[src/rtl/muldiv_ctrl.sv]
// muldiv_ctrl: iterative HI/LO multiply/divide unit.
// One bit per cycle, 32 CALC cycles. Multiply uses radix-2 shift-add and
// divide uses restoring division, both on operand magnitudes. The sign fix
// and the divide-by-zero override are applied on the last CALC edge, so the
// result is already in the result registers during DONE.
module muldiv_ctrl (
  input  logic        clk,
  input  logic        resetn,
  input  logic        start_i,
  input  logic [1:0]  op_i,
  input  logic [31:0] a_i,
  input  logic [31:0] b_i,
  input  logic        flush_i,
  output logic        busy_o,
  output logic        done_o,
  output logic        wen_o,
  output logic [31:0] hi_o,
  output logic [31:0] lo_o
);

  typedef enum logic [1:0] {
    ST_IDLE = 2'd0,
    ST_CALC = 2'd1,
    ST_DONE = 2'd2
  } state_t;

  // Magnitude of an operand. 0x80000000 maps to 2^31, which fits in 32 bits.
  function automatic logic [31:0] f_mag(input logic [31:0] v, input logic is_signed);
    return (is_signed && v[31]) ? (32'd0 - v) : v;
  endfunction

  state_t      r_state;
  logic [5:0]  r_cnt;
  logic [1:0]  r_op;
  logic [31:0] r_a;
  logic [31:0] r_b;
  logic [31:0] r_mag_b;
  logic [31:0] r_acc_hi;
  logic [31:0] r_acc_lo;
  logic [31:0] r_res_hi;
  logic [31:0] r_res_lo;
  logic [31:0] r_hi;
  logic [31:0] r_lo;

  logic        w_is_div;
  logic        w_signed;
  logic        w_sign_diff;
  logic        w_b_zero;
  logic [32:0] w_sum;
  logic [31:0] w_mul_hi;
  logic [31:0] w_mul_lo;
  logic [32:0] w_trial;
  logic [32:0] w_diff;
  logic        w_ge;
  logic [31:0] w_div_hi;
  logic [31:0] w_div_lo;
  logic [63:0] w_prod;
  logic [31:0] w_fin_hi;
  logic [31:0] w_fin_lo;
  logic        w_in_done;

  assign w_is_div    = r_op[1];
  assign w_signed    = ~r_op[0];
  assign w_sign_diff = r_a[31] ^ r_b[31];
  assign w_b_zero    = (r_b == 32'd0);

  // Shift-add step: conditionally add multiplicand into HI, then shift {carry,HI,LO} right.
  assign w_sum    = {1'b0, r_acc_hi} + (r_acc_lo[0] ? {1'b0, r_mag_b} : 33'd0);
  assign w_mul_hi = w_sum[32:1];
  assign w_mul_lo = {w_sum[0], r_acc_lo[31:1]};

  // Restoring step: shift next dividend bit into the partial remainder and trial-subtract.
  assign w_trial  = {r_acc_hi, r_acc_lo[31]};
  assign w_diff   = w_trial - {1'b0, r_mag_b};
  assign w_ge     = (w_trial >= {1'b0, r_mag_b});
  assign w_div_hi = w_ge ? w_diff[31:0] : w_trial[31:0];
  assign w_div_lo = {r_acc_lo[30:0], w_ge};

  assign w_prod   = {w_mul_hi, w_mul_lo};

  // Final result of the last iteration with sign fix and divide-by-zero override.
  always_comb begin
    w_fin_hi = w_div_hi;
    w_fin_lo = w_div_lo;
    if (!w_is_div) begin
      if (w_signed && w_sign_diff) begin
        {w_fin_hi, w_fin_lo} = 64'd0 - w_prod;
      end else begin
        {w_fin_hi, w_fin_lo} = w_prod;
      end
    end else if (w_b_zero) begin
      w_fin_hi = r_a;
      w_fin_lo = 32'hFFFF_FFFF;
    end else begin
      w_fin_lo = (w_signed && w_sign_diff) ? (32'd0 - w_div_lo) : w_div_lo;
      w_fin_hi = (w_signed && r_a[31])     ? (32'd0 - w_div_hi) : w_div_hi;
    end
  end

  // Control FSM, datapath registers and committed HI/LO.
  always_ff @(posedge clk or negedge resetn) begin
    if (!resetn) begin
      r_state  <= ST_IDLE;
      r_cnt    <= 6'd0;
      r_op     <= 2'd0;
      r_a      <= 32'd0;
      r_b      <= 32'd0;
      r_mag_b  <= 32'd0;
      r_acc_hi <= 32'd0;
      r_acc_lo <= 32'd0;
      r_res_hi <= 32'd0;
      r_res_lo <= 32'd0;
      r_hi     <= 32'd0;
      r_lo     <= 32'd0;
    end else begin
      case (r_state)
        ST_IDLE: begin
          if (start_i && !flush_i) begin
            r_op     <= op_i;
            r_a      <= a_i;
            r_b      <= b_i;
            r_mag_b  <= f_mag(b_i, ~op_i[0]);
            r_acc_hi <= 32'd0;
            r_acc_lo <= f_mag(a_i, ~op_i[0]);
            r_cnt    <= 6'd0;
            r_state  <= ST_CALC;
          end else begin
            r_state  <= ST_IDLE;
          end
        end
        ST_CALC: begin
          if (flush_i) begin
            r_state <= ST_IDLE;
          end else begin
            r_acc_hi <= w_is_div ? w_div_hi : w_mul_hi;
            r_acc_lo <= w_is_div ? w_div_lo : w_mul_lo;
            r_cnt    <= r_cnt + 6'd1;
            if (r_cnt == 6'd31) begin
              r_res_hi <= w_fin_hi;
              r_res_lo <= w_fin_lo;
              r_state  <= ST_DONE;
            end else begin
              r_state  <= ST_CALC;
            end
          end
        end
        ST_DONE: begin
          // A flush here abandons the result; HI/LO keep the previous one.
          if (!flush_i) begin
            r_hi <= r_res_hi;
            r_lo <= r_res_lo;
          end else begin
            r_hi <= r_hi;
            r_lo <= r_lo;
          end
          r_state <= ST_IDLE;
        end
        default: begin
          r_state <= ST_IDLE;
        end
      endcase
    end
  end

  assign w_in_done = (r_state == ST_DONE);
  assign busy_o    = (r_state == ST_CALC) || ((r_state == ST_IDLE) && start_i);
  assign done_o    = w_in_done && !flush_i;
  assign wen_o     = w_in_done && !flush_i;
  assign hi_o      = done_o ? r_res_hi : r_hi;
  assign lo_o      = done_o ? r_res_lo : r_lo;

endmodule

[config.mk]
export PLATFORM = sky130hd
export DESIGN_NAME = muldiv_ctrl
export DESIGN_NICKNAME = d
export VERILOG_FILES = /design/src/rtl/muldiv_ctrl.sv
export SDC_FILE = /design/constraint.sdc
export NUM_CORES = 1
export LEC_CHECK = 0
export BUFFER_PORTS_ARGS = -buffer_cell sky130_fd_sc_hd__buf_2
export CORE_MARGIN = 2
export CORE_UTILIZATION = 56
export DETAILED_ROUTE_END_ITERATION = 6
export GPL_TIMING_DRIVEN = 0
export PLACE_DENSITY = 0.83
export SLEW_MARGIN = 10
export SYNTH_ARGS = -nofsm -noshare
export SYNTH_HDL_FRONTEND = slang
export SYNTH_SLANG_ARGS = --single-unit
[constraint.sdc]
create_clock -name clk -period 5 [get_ports clk]
set_input_delay 1 -clock clk [delete_from_list [all_inputs] [get_ports clk]]
set_output_delay 1 -clock clk [all_outputs]
set_load 0.01 [all_outputs]
==> impl_metrics.py, run 1 <==
metrics = {
    "finish": {
        "final_nets": 2951,
        "final_cell_mix": "nand2_1, dfrtp_1, o21ai_0, nor2_1, a21oi_1",
        "antenna-diode-count": 0,
        "post_route_cells_drive_above_1_share_pct": 14.33,
        "utilization_pct": 65.02,
        "design_area_um2": 24490,
        "final_common_cell": "nand2_1",
        "area_growth_syn_to_layout_pct": 14.19,
    },
    "clock_tree": {
        "clk_path_buf_depth": 3,
        "htreeDepth": 2,
        "cts_sinks": 297,
        "clockRootBuffer": "clkbuf_16",
        "path_clk_slew_ps": 70,
        "postCtsHoldBufs": 0,
        "cts_tree": "yes",
        "tritoncts.num_buffers": 35,
        "worstSkewPairLatency_ps": 570,
    },
    "timing": {
        "totalNegativeSetupSlack_ps": -200.3,
        "timing.final.crit_share_pct": 104.0,
        "number_of_endpoints_with_negative_hold_slack_in_the_final_report": 0,
        "clock_skew_ps": 29.15,
        "setup_ws_ps": -200.3,
        "timing.slew.headroom_pct": 30.43,
        "clock.fmax_ghz": 0.1923,
        "fin_crit_period_ps": 5200,
        "max_transition_viols_final": 0,
        "worst-slew-pin-transition_ps": 1044,
        "setup_viol": 1,
    },
    "setup_path": {
        "timing.setup.critical_path_class": "reg2reg",
        "critPathCaptureType": "flip-flop",
        "crit_cells": 13,
        "critical_path.startpoint_type": "flip-flop",
        "worstPathCellList": "ha_4 -> nand4_1 -> nor4_4 -> nand4_1 -> a31oi_4 -> nor3_4 -> nand2_4 -> buf_6 -> clkbuf_1 -> mux2i_1 -> o311ai_0 -> o21ai_0 -> a31oi_1",
        "crit_arrival_ps": 5670,
        "cp_num_buf_inv": 2,
        "rr_worst_depth": 13,
        "crit_path_max_fanout": 11,
        "path_common_cell": "nand4_1",
        "worstPathRequired_ps": 5470,
        "critical_path.top_delay_family": "compound AO/OA/AOI/OAI gates",
        "worst_path_cell_with_the_longest_stage_delay": "o311ai_0",
        "largest_incremental_delay_on_the_critical_path_ps": 890,
    },
    "synth": {
        "synthDistinctLibCells": 94,
        "synth.yosys.seq_area_share_pct": 34.66,
        "post_synth_inst_count": 2635,
        "ys_seq_elements": 297,
        "ys_dominant_reg_cell": "dfrtp_1",
        "yosys_warnings": 0,
        "avgSynthCellArea_um2": 8.139,
        "synth_enable_flop_cells": 0,
        "synth-async-reset-ratio_pct": 100.0,
        "netlist_area_um2": 21450,
        "postSynthNetCount": 2777,
    },
    "global_routing": {
        "grt_most_used_layer": "met2",
        "grt_pass1_vias": 20579,
        "global_route.usage.met1_pct": 55.61,
        "global_route.usage.met3_pct": 9.992,
        "grt_start_max_net_pins": 113,
        "grt_pass1_wl_um": 122000,
        "grtUsageMet2_pct": 62.24,
        "grt_remaining_overflow": 0,
        "grtUsageTotal_pct": 40.71,
        "number_of_antenna_violations_at_the_first_check_in_global_routing": 1,
    },
    "drt": {
        "wl_um": 81650,
        "drt_first_iter_violations": 2711,
        "dr.pass1.iters": 6,
        "drc": 0,
        "post_drt_via_cell_ratio": 6.558,
        "antenna_left": 0,
        "vias": 21938,
        "post_drt_wl_per_cell_um": 24.41,
    },
    "die": {
        "core_region_area_um2": 37670,
        "floorplan.initialDensity_pct": 56.94,
        "die-width_um": 199.7,
        "dieHeight_um": 199.7,
        "io_pins": 137,
        "dieArea_um2": 39880,
        "floorplan.rows": 71,
    },
    "pwr": {
        "powerDensity_nw_per_um2": 617.7,
        "total_leakage_power_nw": 11.11,
        "power_mw": 15.13,
        "max-vdd-ir-drop_mv": 0.2798,
    },
    "outcome": {
        "status": "finished with violations",
        "violations_in_the_final_reports": "negative setup slack",
    },
    "run": {
        "number_of_max_cap_violations": 0,
    },
    "placement": {
        "post-dp-hpwl_um": 62890,
        "placement.setup.worst_slack_ps": -1790,
        "routabilityCongestion": 1.050,
        "placedInstanceArea_um2": 22840,
        "buffers_added_on_ports": 135,
    },
    "hold_path": {
        "min_path_type": "in2async",
    },
}
## Yosys cell counts (all sizes together) (25+ instances only)
cell / count / area, um^2
inv: 73 / 274.0
o22ai: 37 / 231.5
nor4: 35 / 225.2
nand3: 32 / 160.2
a31oi: 34 / 212.7
nor3: 50 / 260.3
o31ai: 25 / 187.7
nand2: 481 / 1808
nor2: 204 / 784.5
mux2: 70 / 788.3
ha: 70 / 875.8
mux2i: 53 / 530.5
xor2: 96 / 840.8
o21ai: 253 / 1266
dfrtp: 297 / 7432
clkbuf: 149 / 633.1
a21oi: 163 / 815.8
nand4: 29 / 181.4
xnor2: 124 / 1086
## where the power goes
part | switching (mW) | total, mW | leakage [nW] | internal (mW)
clock network | 1.09 | 2.48 | 0.533 | 1.39
logic | 6.08 | 9.40 | 6.67 | 3.31
registers | 0.511 | 3.25 | 3.91 | 2.74
total | 7.68 | 15.1 | 11.1 | 7.44
## flip-flops by register name (all words and copies together), names as in the netlist
register and flops:
r_res_hi 32, r_op 2, r_a 32, r_hi 32, r_res_lo 32, r_state 2, r_mag_b 31, r_cnt 6
r_acc_lo 32, r_lo 32, r_b 32, r_acc_hi 32
## worst paths after layout
path	startpoint	end	slack [ps]
setup / recovery	r_acc_hi[23]$_DFFE_PN0P_	r_res_hi[30]$_DFFE_PN0P_	-200
hold / removal	resetn	r_res_hi[24]$_DFFE_PN0P_	440
setup reg to reg	r_acc_hi[23]$_DFFE_PN0P_	r_res_hi[30]$_DFFE_PN0P_	-200
hold reg to reg	r_mag_b[2]$_DFFE_PN0P_	r_mag_b[2]$_DFFE_PN0P_	480
max in group asynchronous	resetn	r_acc_lo[31]$_DFFE_PN0P_	3030
min in group clk	r_mag_b[2]$_DFFE_PN0P_	r_mag_b[2]$_DFFE_PN0P_	480
## metal layers
layer  vias to the layer above  wire length (um)
met2                      1433             35400
met1                     10564             32920
met5                         -                13
met3                       241              9863
li1                       9698                 -
met4                         2              3458
## what timing repair did
item / in CTS / in global routing
gates resized for setup: 43 / 71
buffers inserted: 7 / 7
endpoints found under the setup margin: 70 / 22
pin swaps: 8 / 16
## through the flow
step / std cells / hold slack [ps]
final: 3345 / 439.0
after global routing: 3345 / 500.9
after CTS: 3342 / 469.4
after detailed placement: 3284 / 463.0
after global placement: 3281 / 456.4
after floorplan: 2635 / 437.4
## cell families (layout without fill, tap and decap cells)
| logic type | after synthesis | in the layout | share of synthesized area [%] |
|---|---|---|---|
| DFF | 297 | 297 | 34.66 |
| buffers and inverters | 245 | 444 | 4.947 |
| xor gates and xnor gates | 220 | 220 | 8.985 |
| AOI/OAI and AO/OA | 713 | 713 | 20.54 |
| adders and majority gates | 72 | 72 | 4.271 |
| and+or+nand+nor | 965 | 965 | 20.46 |
| muxes | 123 | 123 | 6.149 |
## final cells by class
cell class	instances	area, um^2
clock inverters	15	108.9
flip-flops and latches	297	7442
plain buffers	156	738.2
clock buffers	47	982.2
well taps	511	639.4
repair buffers	152	873.3
fillers	3232	13180
multi-input cells	2093	13420
inverters	74	284.0
No activity file was read; power rests on OpenSTA's default activity.
==> run 2: changes to the inputs <==
--- a/config.mk
+++ b/config.mk
@@ -11,6 +11,7 @@
 export DETAILED_ROUTE_END_ITERATION = 6
 export GPL_TIMING_DRIVEN = 0
 export PLACE_DENSITY = 0.83
+export SKIP_CTS_REPAIR_TIMING = 1
 export SLEW_MARGIN = 10
 export SYNTH_ARGS = -nofsm -noshare
 export SYNTH_HDL_FRONTEND = slang
==> run 2 against run 1 <==
  * The flow now finishes without violations
  * Combinational power is 2% higher
  * Routed wire length up 0.53%
  * Clock skew fell by 0.79 ps
  * Cell area rose by 0.83%
  * Fmax rose by 4.3%
  * Count of clock-buffer cells in the layout unchanged
==> impl_metrics.py, run 2 (synthesized netlist as in run 1, its figures left out) <==
metrics = {
    "global_routing": {
        "grt_pass1_wl_um": 121800,
        "grt_start_max_net_pins": 113,
        "grtUsageTotal_pct": 40.61,
        "number_of_antenna_violations_at_the_first_check_in_global_routing": 1,
        "grt_pass1_vias": 20512,
        "grt_remaining_overflow": 0,
    },
    "timing": {
        "clock.fmax_ghz": 0.2005,
        "hold-worst-slack_ps": 435.3,
        "clock_skew_ps": 28.36,
        "fin_crit_period_ps": 4986,
        "setup_viol": 0,
        "timing.slew.headroom_pct": 22.07,
        "number_of_endpoints_with_negative_hold_slack_in_the_final_report": 0,
        "worst-slew-pin-transition_ps": 1166,
        "setup_ws_ps": 13.65,
        "timing.final.crit_share_pct": 99.73,
        "totalNegativeSetupSlack_ps": 0,
        "max_transition_viols_final": 0,
    },
    "die": {
        "core_region_area_um2": 37670,
        "die-width_um": 199.7,
        "floorplan.initialDensity_pct": 56.94,
        "floorplan.rows": 71,
        "dieHeight_um": 199.7,
        "io_pins": 137,
        "dieArea_um2": 39880,
    },
    "setup_path": {
        "crit_arrival_ps": 5410,
        "critical_path.startpoint_type": "flip-flop",
        "worstPathCellList": "ha_4 -> nand4_1 -> nor4_4 -> nand4_1 -> a31oi_4 -> nor3_4 -> nand2_8 -> clkinvlp_4 -> buf_6 -> mux2i_4 -> ha_4 -> nor2b_1 -> or3b_2 -> o311ai_1 -> o21ai_1 -> xnor2_1 -> a222oi_1 -> o21ai_1",
        "critical_path.top_delay_family": "simple AND/OR/NAND/NOR gates",
        "critPathCaptureType": "flip-flop",
        "crit_path_max_fanout": 10,
        "worstPathRequired_ps": 5420,
        "rr_worst_depth": 18,
        "cp_num_buf_inv": 2,
        "largest_incremental_delay_on_the_critical_path_ps": 580,
        "critical_path.reg2reg.endpoint": "r_res_hi[8]$_DFFE_PN0P_",
        "r2r_setup_slack_ps": 10,
        "regToRegStartpoint": "r_acc_hi[18]$_DFFE_PN0P_",
        "timing.setup.critical_path_class": "reg2reg",
        "worst_path_cell_with_the_longest_stage_delay": "a222oi_1",
    },
    "pwr": {
        "total_leakage_power_nw": 11.18,
        "powerDensity_nw_per_um2": 620.9,
        "power_mw": 15.33,
        "max-vdd-ir-drop_mv": 0.2804,
    },
    "finish": {
        "antenna-diode-count": 0,
        "utilization_pct": 65.56,
        "final_cell_mix": "nand2_1, dfrtp_1, o21ai_0, nor2_1, a21oi_1",
        "final_common_cell": "nand2_1",
        "num-fill-cells": 3214,
        "design_area_um2": 24690,
        "final_nets": 2969,
        "area_growth_syn_to_layout_pct": 15.15,
        "final_cells": 3363,
        "post_route_cells_drive_above_1_share_pct": 15.25,
    },
    "placement": {
        "routabilityCongestion": 1.050,
        "placedInstanceArea_um2": 22840,
        "dp_cells": 3284,
        "placement.setup.worst_slack_ps": -1790,
        "post-dp-hpwl_um": 62890,
        "buffers_added_on_ports": 135,
    },
    "clock_tree": {
        "tritoncts.num_buffers": 35,
        "worstSkewPairLatency_ps": 570,
        "clockRootBuffer": "clkbuf_16",
        "cts_sinks": 297,
        "clk_path_buf_depth": 3,
        "path_clk_slew_ps": 60,
        "cts_tree": "yes",
        "htreeDepth": 2,
    },
    "drt": {
        "dr.pass1.iters": 6,
        "wl_um": 82080,
        "drt_first_iter_violations": 2797,
        "vias": 21928,
        "post_drt_via_cell_ratio": 6.520,
        "antenna_left": 0,
        "post_drt_wl_per_cell_um": 24.41,
        "drc": 0,
    },
    "run": {
        "number_of_max_cap_violations": 0,
    },
    "hold_path": {
        "min_path_type": "in2async",
    },
    "outcome": {
        "status": "completed",
    },
}
==> run 2: cell type report <==
| cell class | count | area (um^2) | area share (%) |
|---|---|---|---|
| Multi-Input combinational cell | 2093 | 13480 | 54.60 |
| Timing Repair Buffer | 170 | 1001 | 4.054 |
| Buffer | 156 | 753.2 | 3.050 |
| Inverter | 74 | 281.5 | 1.140 |
| Clock buffer | 47 | 982.2 | 3.978 |
| Clock inverter | 15 | 108.9 | 0.4408 |
| Tap cell | 511 | 639.4 | 2.589 |
| Sequential cell | 297 | 7446 | 30.15 |
==> run 2: worst max path at each step <==
stage	slack (ps)	to	cells past startpoint	start
floorplan	120	r_res_hi[8]$_DFFE_PN0P_	20	r_acc_hi[23]$_DFFE_PN0P_
global placement	-2450	r_mag_b[12]$_DFFE_PN0P_	1	resetn
detailed placement	-1790	r_res_hi[8]$_DFFE_PN0P_	20	r_acc_hi[23]$_DFFE_PN0P_
CTS	-1830	r_res_hi[8]$_DFFE_PN0P_	20	r_acc_hi[23]$_DFFE_PN0P_
global route	-30	r_res_hi[8]$_DFFE_PN0P_	20	r_mag_b[24]$_DFFE_PN0P_
finish	10	r_res_hi[8]$_DFFE_PN0P_	18	r_acc_hi[18]$_DFFE_PN0P_
==> run 2: where the power goes <==
group          internal [mW]  switching [mW]
clock                   1.39            1.09
sequential              2.74           0.514
combinational           3.47            6.13
total                   7.60            7.73
==> run 2: metal layers <==
| layer | global-route usage, % | wire [um] | up-vias |
|---|---|---|---|
| li1 | - | - | 9737 |
| met1 | 55.69 | 32270 | 10521 |
| met2 | 61.86 | 35680 | 1427 |
| met3 | 9.941 | 10730 | 243 |
| met4 | 15.67 | 3410 | 0 |
| met5 | 0 | 0 | - |
